==> src/rtl/output_port_arbiter.sv <==
// Per-output-port switch allocator: round-robin grant among five inputs with a wormhole lock
// held until the TAIL flit pops, plus credit-based flow control toward the downstream buffer.
`ifndef HEADER
`define HEADER  3'b001
`endif
`ifndef PAYLOAD
`define PAYLOAD 3'b010
`endif
`ifndef TAIL
`define TAIL    3'b011
`endif

module output_port_arbiter #(
  parameter int DEPTH = 4,
  parameter int CW    = $clog2(DEPTH + 1)
) (
  input  logic          clk,
  input  logic          rst,
  input  logic [4:0]    req,
  input  logic [4:0]    empty,
  input  logic [14:0]   flit_id_in,
  input  logic          credit_in,
  output logic [4:0]    grant,
  output logic [2:0]    sel,
  output logic [4:0]    rd_en,
  output logic          valid_out,
  output logic [CW-1:0] credit_cnt,
  output logic          state_dbg
);

  // Handshake: rd_en[i] is the pop strobe; the input FIFO presents its next head flit the
  // cycle after a pop, and valid_out marks the popped flit one cycle after rd_en.
  typedef enum logic {
    IDLE = 1'b0,
    LOCK = 1'b1
  } state_t;

  localparam logic [CW-1:0] DEPTH_C = CW'(DEPTH);

  state_t        state_q, state_d;
  logic [4:0]    grant_q, grant_d;
  logic [2:0]    sel_q, sel_d;
  logic [2:0]    rr_ptr_q, rr_ptr_d;
  logic [CW-1:0] credit_q, credit_d;
  logic          valid_q;

  logic [2:0]    head_id [5];
  logic [4:0]    eligible;
  logic          found;
  logic [2:0]    winner;
  logic [3:0]    scan;
  logic          credit_ok;
  logic          pop;
  logic          tail_pop;

  always_comb begin
    for (int i = 0; i < 5; i++) begin
      head_id[i]  = flit_id_in[3*i +: 3];
      eligible[i] = req[i] & ~empty[i] & (head_id[i] == `HEADER);
    end
  end

  // Scan starts one past the last winner so the previous owner has lowest priority.
  always_comb begin
    found  = 1'b0;
    winner = 3'd0;
    scan   = 4'd0;
    for (int k = 1; k <= 5; k++) begin
      scan = {1'b0, rr_ptr_q} + 4'(k);
      if (scan >= 4'd5) scan = scan - 4'd5;
      if (!found && eligible[scan[2:0]]) begin
        found  = 1'b1;
        winner = scan[2:0];
      end
    end
  end

  assign credit_ok = (credit_q != '0);
  assign rd_en     = (state_q == LOCK && credit_ok) ? (grant_q & ~empty) : 5'b0;
  assign pop       = |rd_en;
  assign tail_pop  = pop && (head_id[sel_q] == `TAIL);

  always_comb begin
    state_d  = state_q;
    grant_d  = grant_q;
    sel_d    = sel_q;
    rr_ptr_d = rr_ptr_q;
    case (state_q)
      IDLE: begin
        if (found) begin
          state_d  = LOCK;
          grant_d  = 5'(1) << winner;
          sel_d    = winner;
          rr_ptr_d = winner;
        end else begin
          grant_d = 5'b0;
          sel_d   = 3'd0;
        end
      end
      LOCK: begin
        if (tail_pop) begin
          state_d = IDLE;
          grant_d = 5'b0;
          sel_d   = 3'd0;
        end
      end
      default: state_d = IDLE;
    endcase
  end

  // A pop and a returned credit in the same cycle cancel; a credit beyond DEPTH is dropped.
  always_comb begin
    credit_d = credit_q;
    if (pop && !credit_in)
      credit_d = credit_q - CW'(1);
    else if (!pop && credit_in && credit_q != DEPTH_C)
      credit_d = credit_q + CW'(1);
  end

  always_ff @(posedge clk or negedge rst) begin
    if (!rst) begin
      state_q  <= IDLE;
      grant_q  <= 5'b0;
      sel_q    <= 3'd0;
      rr_ptr_q <= 3'd4;
      credit_q <= DEPTH_C;
      valid_q  <= 1'b0;
    end else begin
      state_q  <= state_d;
      grant_q  <= grant_d;
      sel_q    <= sel_d;
      rr_ptr_q <= rr_ptr_d;
      credit_q <= credit_d;
      valid_q  <= pop;
    end
  end

  assign grant      = grant_q;
  assign sel        = sel_q;
  assign valid_out  = valid_q;
  assign credit_cnt = credit_q;
  assign state_dbg  = state_q;

endmodule

==> config.mk <==
export PLATFORM = sky130hd
export DESIGN_NAME = output_port_arbiter
export DESIGN_NICKNAME = d
export VERILOG_FILES = /design/src/rtl/output_port_arbiter.sv
export SDC_FILE = /design/constraint.sdc
export NUM_CORES = 1
export LEC_CHECK = 0
export ABC_AREA = 1
export CAP_MARGIN = 20
export CORE_MARGIN = 3
export CORE_UTILIZATION = 40
export DETAILED_ROUTE_END_ITERATION = 12
export PLACE_DENSITY = 0.75
export SETUP_SLACK_MARGIN = 0.3
export SYNTH_ARGS = -nofsm -noshare
export SYNTH_HDL_FRONTEND = slang
export SYNTH_SLANG_ARGS = --single-unit
==> constraint.sdc <==
create_clock -name clk -period 4 [get_ports clk]
set_input_delay 0.8 -clock clk [delete_from_list [all_inputs] [get_ports clk]]
set_output_delay 0.8 -clock clk [all_outputs]
set_load 0.05 [all_outputs]
# Word level (Yosys, flattened, before mapping)
# Index checks and enable logic that the tools add are counted.
# totals
wordCells	116
ff_bits	16
inputBits	28
# op_classes
n_eq_ne	8
shifts	1
order_cmp	11
n_mux	40
add_sub_neg	12
n_bitwise	19
n_reduce_logical	19
# op_table
operator	n
$mux W3	16
$ge A4 B3 Y1 const B	5
$lt A3 B4 Y1 const B	5
$bmux W1 S3	5
$eq A3 B1 Y1 const B	5
$mux W5	3
$sub A3 B3 Y3 const B	5
$mux W1	12
$and A1 B1 Y1	10
$pmux W5 S2	1
$bmux W3 S3	1
$logic_and A1 B1 Y1	9
$add A3 B2 Y4 const B	2
$add A3 B3 Y4 const B	2
$logic_not A1 Y1	6
$not A1 Y1	6
$pmux W3 S2	1
$and A5 B5 Y5	1
$not A5 Y5	1
$reduce_or A5 Y1	1
$shl A1 B3 Y5 const A	1
$add A3 B1 Y4 const B	1
$ge A4 B4 Y1 const B	1
$not A3 Y4	1
9 further kinds	9

# Longest topological paths before layout
# Gate-level depths: netlist of run 1.
# logic_depth
word_depth	21
depth_mapped	22
ltp_nobuf	21

# Least setup slack after synthesis of run 1
# OpenSTA, ideal clock, no wires.
# synth_path
kind	register to register
start	register state_q, in the netlist state_dbg
end	register credit_q[2], in the netlist credit_cnt[2]
path_slack_ns	1.008
synth_period_minus_slack_ns	2.992
setup_time_ns	0.075
path_buffers	0
arrival_ns	2.917
path_stages_with_launch	11
path_cell_list	dfrtp_1 > inv_1 > a31oi_1 > inv_1 > nor2_1 > nor2_1 > nand3_1 > nand2_1 > fa_1 > o21ai_0 > xor2_1
# synth_between
elab_chain_cells	7
# synth_lines
item	line_no	text
start: declaration	40	state_t state_q, state_d;
start signal: assignment	129	state_q <= state_d;
$logic_and A1 B1 Y1 (*)	79	assign rd_en = (state_q == LOCK && credit_ok) ? (grant_q & ~empty) : 5'b0;
$mux W5 (*)	79	
net rd_en[0]	25	output logic [4:0] rd_en,
$reduce_or A5 Y1 (*)	80	assign pop = |rd_en;
net pop	53	logic pop;
$logic_not A1 Y1	116	else if (!pop && credit_in && credit_q != DEPTH_C)
$logic_and A1 B1 Y1 (2 in a row)	116	
$reduce_bool A2 Y1 (no line)	-	
end signal: assignment	133	credit_q <= credit_d;
end: declaration	44	logic [CW-1:0] credit_q, credit_d;
# The timed path passes the listed nets; every way through them passes the cells marked *.
# A chain may end at the register's enable or synchronous reset.

# Worst setup path in the final report of run 1
# layout_path
start	register rr_ptr_q[0]
end	register grant_q[3], in the netlist grant[3]
# layout_between
elab_chain_cells	21
# layout_lines
item	line_no	text
start: declaration	43	logic [2:0] rr_ptr_q, rr_ptr_d;
start signal: assignment	132	rr_ptr_q <= rr_ptr_d;
$add A3 B1 Y4	69	scan = {1'b0, rr_ptr_q} + 4'(k);
$ge A4 B3 Y1 / $sub A3 B3 Y3 (equally long branches)	70	if (scan >= 4'd5) scan = scan - 4'd5;
$mux W3	70	
$bmux W1 S3	71	if (!found && eligible[scan[2:0]]) begin
$mux W1 (not written as such)	71	
$mux W1	71	
$logic_not A1 Y1	71	
$logic_and A1 B1 Y1	71	
(+5 left out)	-	
$logic_and A1 B1 Y1	71	
$mux W1	71	
$logic_not A1 Y1	71	
$logic_and A1 B1 Y1	71	
$mux W3	71	
$shl A1 B3 Y5	92	grant_d = 5'(1) << winner;
$mux W5 (*)	90	if (found) begin
$pmux W5 S2 (*)	88	case (state_q)
end signal: assignment	130	grant_q <= grant_d;
end: declaration	41	logic [4:0] grant_q, grant_d;
# Every way passes the cells marked *; elsewhere a longest branch is shown, timed or not. The select of a mux whose other input is x is not followed.

==> results of run 1 <==
[cells by family after synthesis]
family	after synthesis	share of synthesized area, %
simple gates	194	46.56
fa+ha+maj	12	8.830
buf+inv	61	12.78
flops	16	21.54
xor+xnor	5	2.743
compound gates	25	7.559
[routing by layer]
layer	track usage [%]	vias up	share of wire [%]
met5	0	-	0
met3	1.486	7	2.9
met4	5.534	0	1.1
li1	-	1090	-
met1	26.59	962	48
met2	31.02	31	48
[registers in the layout, indices dropped and copies added, names as in the netlist]
register and count:
credit_cnt 3, rr_ptr_q 3, grant 5, valid_out 1, sel 3, state_dbg 1
[synth_stat cells (all sizes together)]
master  instances
inv            60
o21ai          17
fa              2
nand2b          1
xnor2           2
nand3          50
dfrtp          14
nand4          11
ha             10
xor2            3
clkbuf          1
nor2           26
nand2         103
dfstp           2
a31oi           1
nor3            3
a21oi           6
a41oi           1
[worst max-delay path, stage by stage, from the launching register on]
cell and delay (ps):
dfrtp_1 690, inv_2 190, ha_1 250, ha_1 330, nand2_1 110, nand2_1 100
o21ai_0 390, nor3_1 170, a21oi_2 310, nand3_1 150, nand3_1 130, nand2_1 70
nand2_2 90, nand2_2 80, o21ai_2 120
[cell type report]
cell class	instances	area, sq um
Tap cell	52	65.06
Sequential cell	16	402.9
Multi-Input combinational cell	236	1229
Inverter	60	225.2
Fill cell	432	2017
Timing Repair Buffer	45	450.4
Clock buffer	4	55.05
[worst max-delay path by stage]
stage / to / slack, ps
after floorplan: credit_cnt[2] / 1010
after global placement: rd_en[1] / 860
after detailed placement: grant[3] / 850
after CTS: grant[3] / 810
after global routing: grant[1] / 470
final: grant[3] / 740
[stage by stage]
step	area [sq um]	hold slack (ps)	setup slack [ps]	std cells	utilization (%)
6_report	2427	522.1	741.7	413	54.62
3_3_place_gp	2372	506.6	862.9	409	53.38
5_1_grt	2427	556.0	472.6	413	54.62
4_1_cts	2427	525.3	806.5	413	54.62
2_1_floorplan	1871	504.4	1008	313	-
3_5_place_dp	2372	510.7	847.2	409	53.38
==> results.py, run 1 <==
metrics = {
    "cts": {
        "cts_max_path_buffers": 2,
        "cts.sinks": 16,
        "htreeDepth": 1,
        "postCtsSetupRepairBufs": 0,
        "cts_resized": 0,
        "path_clk_slew_ps": 70,
        "cts_hold_buffers": 0,
        "cts-buffers-inserted": 3,
        "worstSkewPairLatency_ps": 260,
        "cts_tree": "built",
        "clockRootBuffer": "clkbuf_8",
    },
    "drt": {
        "first_iter_violations": 123,
        "wirelength_um": 5156,
        "avgRoutedWirePerCell_um": 12.48,
        "via_count": 2090,
        "firstDrtPassIters": 4,
        "vias_per_cell": 5.061,
        "ant_nets": 0,
        "drc": 0,
    },
    "finish": {
        "layout.nets": 402,
        "area_delta_synth_final_pct": 29.77,
        "layout_commonest_cell": "nand2_1",
        "diodes": 0,
        "layout_common_cells": "nand2_1, inv_1, nand3_1",
        "drive_gt1_share_pct": 6.371,
    },
    "yosys": {
        "synthCells": 313,
        "syn-num-nets": 353,
        "yosys_warnings": 0,
        "seq_area_frac_synth_pct": 21.54,
        "yosysUniqueCellTypes": 27,
        "syn_area_per_cell_sq_um": 5.976,
        "syn_area_sq_mm": 0.001871,
        "synth-seq-cells": 16,
        "synth_top_area_share_pct": 19.67,
        "yosysTopAreaCell": "nand2_1",
        "synth.area.top_cells": "nand2_1, dfrtp_1, nand3_1",
    },
    "global_route": {
        "globalRouteOverflowTotal": 0,
        "grt_pass1_vias": 1900,
        "antenna_found_initial": 0,
        "grt_pass1_wl_um": 8259,
        "track_usage_pct": 18.91,
        "grt_max_degree": 17,
    },
    "sta": {
        "tightestPinTransition_ps": 721.2,
        "hold_violations": 0,
        "max_slew_margin_pct": 51.77,
        "fin_setup_tns_ps": 0,
        "drv_slew": 0,
        "setup_violations": 0,
        "fmax_mhz": 306.9,
        "skew_ps": 3.565,
        "rsz0062_at_grt": "false",
        "min_period_over_period_pct": 81.46,
        "min_period_ps": 3258,
    },
    "worst_hold_path": {
        "whs_path_depth": 1,
        "hp-start": "credit_cnt[0]",
        "hold_class": "reg -> reg",
        "worst_hold_path.endpoint": "credit_cnt[0]",
    },
    "floorplanning": {
        "die_y_um": 74.39,
        "start_util_pct": 42.09,
        "core_sq_mm": 0.004444,
        "dieArea_sq_mm": 0.005533,
        "pin_count": 46,
        "rows": 24,
        "die_w_um": 74.39,
    },
    "placement": {
        "dp_hpwl_um": 4236,
        "place.gp.congestion": 0.8796,
        "port_buffers": 45,
    },
    "worst_setup_path": {
        "r2r-end": "grant[3]",
        "rr_startpoint": "rr_ptr_q[0]",
        "crit_path_end_kind": "flop",
        "cp.required_ps": 4190,
        "path_max_fanout": 14,
        "worstRegToRegCells": 14,
        "crit_start": "rr_ptr_q[0]",
        "critical_path_arrival_ps": 3450,
        "critPathLaunchType": "flop",
        "r2r_slack_ps": 740,
        "criticalPathCategory": "reg -> reg",
    },
    "status": {
        "status": "complete, no violations",
    },
    "run": {
        "maxCapViolCount": 0,
    },
}
Power of run 1 is left out: the tool's default activity adds up to more than one toggle a clock period on the data nets, which glitch-free logic cannot reach.
==> run 2, diff against run 1 <==
==> constraint.sdc (replaced) <==
create_clock -name clk -period 3.35 [get_ports clk]
set_input_delay 0.67 -clock clk [delete_from_list [all_inputs] [get_ports clk]]
set_output_delay 0.67 -clock clk [all_outputs]
set_load 0.05 [all_outputs]
==> run 2 against run 1 <==
Critical path depth is 9 lower. Clock skew down 2.6 ps. Non-clock buffer count increased by 5. Clock-buffer cell count stayed put. Setup slack lost 300 ps. Highest routed layer unchanged. Die area stayed put. Critical path type is now reg -> out. Hold slack better by 0.65 ps.
==> results.py, run 2 (synthesized netlist as in run 1, its figures left out) <==
metrics = {
    "finish": {
        "area_delta_synth_final_pct": 33.31,
        "layout_commonest_cell": "nand2_1",
        "layout_common_cells": "nand2_1, inv_1, nand3_1",
        "drive_gt1_share_pct": 9.290,
        "layout.nets": 407,
        "fillCellCount": 423,
        "diodes": 0,
        "largest_register_ffs": 5,
    },
    "worst_setup_path": {
        "r2r_slack_ps": 540,
        "crit_path_end_kind": "output pin",
        "path_cells": "inv_1 > a31oi_1 > inv_1 > nor2_1 > clkdlybuf4s50_1",
        "cpMostUsedCell": "inv_1",
        "critPathLaunchType": "flop",
        "cp.required_ps": 2680,
        "slowest_stage": "clkdlybuf4s50_1",
        "crit_buf_inv": 3,
        "critical_path_arrival_ps": 2240,
        "path_max_fanout": 3,
        "max_stage_delay_ps": 820,
        "critPathTopFamily": "buffers and inverters",
        "criticalPathCategory": "reg -> out",
    },
    "drt": {
        "wirelength_um": 5130,
        "first_iter_violations": 197,
        "drc": 0,
        "via_count": 2119,
        "firstDrtPassIters": 5,
        "avgRoutedWirePerCell_um": 12.27,
        "vias_per_cell": 5.069,
        "ant_nets": 0,
    },
    "floorplanning": {
        "die_y_um": 74.39,
        "dieArea_sq_mm": 0.005533,
        "die_w_um": 74.39,
        "core_sq_mm": 0.004444,
        "rows": 24,
        "pin_count": 46,
        "start_util_pct": 42.09,
    },
    "sta": {
        "fin_setup_tns_ps": 0,
        "fmax_mhz": 343.7,
        "drv_slew": 0,
        "skew_ps": 0.9553,
        "min_period_ps": 2910,
        "rsz0062_at_grt": "false",
        "postLayoutSetupSlackWorst_ps": 440.3,
        "setup_violations": 0,
        "min_period_over_period_pct": 86.86,
        "holdWs_ps": 522.8,
        "tightestPinTransition_ps": 706.8,
        "hold_violations": 0,
        "max_slew_margin_pct": 52.73,
    },
    "global_route": {
        "globalRouteOverflowTotal": 0,
        "grt_pass1_vias": 1863,
        "grt_max_degree": 17,
        "grt_pass1_wl_um": 8045,
        "antenna_found_initial": 0,
        "track_usage_pct": 18.51,
    },
    "placement": {
        "dp_hpwl_um": 4242,
        "place.gp.congestion": 0.8591,
        "port_buffers": 45,
        "preCtsSetupSlack_ps": 447.9,
    },
    "cts": {
        "cts_hold_buffers": 0,
        "cts_max_path_buffers": 2,
        "cts_tree": "built",
        "worstSkewPairLatency_ps": 250,
        "path_clk_slew_ps": 60,
        "cts.sinks": 16,
        "htreeDepth": 1,
        "clockRootBuffer": "clkbuf_8",
        "cts-buffers-inserted": 3,
    },
    "status": {
        "status": "complete, no violations",
    },
    "worst_hold_path": {
        "hold_class": "reg -> reg",
    },
    "run": {
        "maxCapViolCount": 0,
    },
}
-- run 2: final timing paths --
path,to,depth (start not counted),start
setup / recovery,rd_en[0],5,credit_cnt[2]
hold / removal,credit_cnt[0],1,credit_cnt[0]
setup reg to reg,sel[0],19,rr_ptr_q[0]
hold reg to reg,credit_cnt[0],1,credit_cnt[0]
max in group asynchronous,rr_ptr_q[1],1,rst
min in group asynchronous,valid_out,1,rst
-- run 2: metal layers --
metal | part of all wire [%] | global-route usage, %
met1 | 47 | 26.12
met5 | 0 | 0
met4 | 1.0 | 5.731
met2 | 48 | 30.24
met3 | 3.0 | 1.351
-- run 2: metrics by stage --
stage               utilization [%]  instances  area [sq um]
global placement              53.72        411          2387
detailed placement            53.72        411          2387
global route                  56.11        418          2494
CTS                           54.96        415          2442
finish                        56.11        418          2494
floorplan                         -        313          1871
-- run 2: cell type report --
| class | count | area, sq um | area share [%] |
|---|---|---|---|
| multi-input combinational | 236 | 1254 | 50.28 |
| clock buffer | 4 | 55.05 | 2.208 |
| sequential | 16 | 404.1 | 16.21 |
| tap | 52 | 65.06 | 2.609 |
| inverter | 60 | 227.7 | 9.132 |
| timing repair buffer | 50 | 488.0 | 19.57 |
-- run 2: timing repair --
action | 4_1_cts | 5_1_grt
gates resized for setup | 0 | 9
setup buffers | 0 | 3
setup endpoints to repair | 0 | 10
Power of run 2 is left out for the same reason.
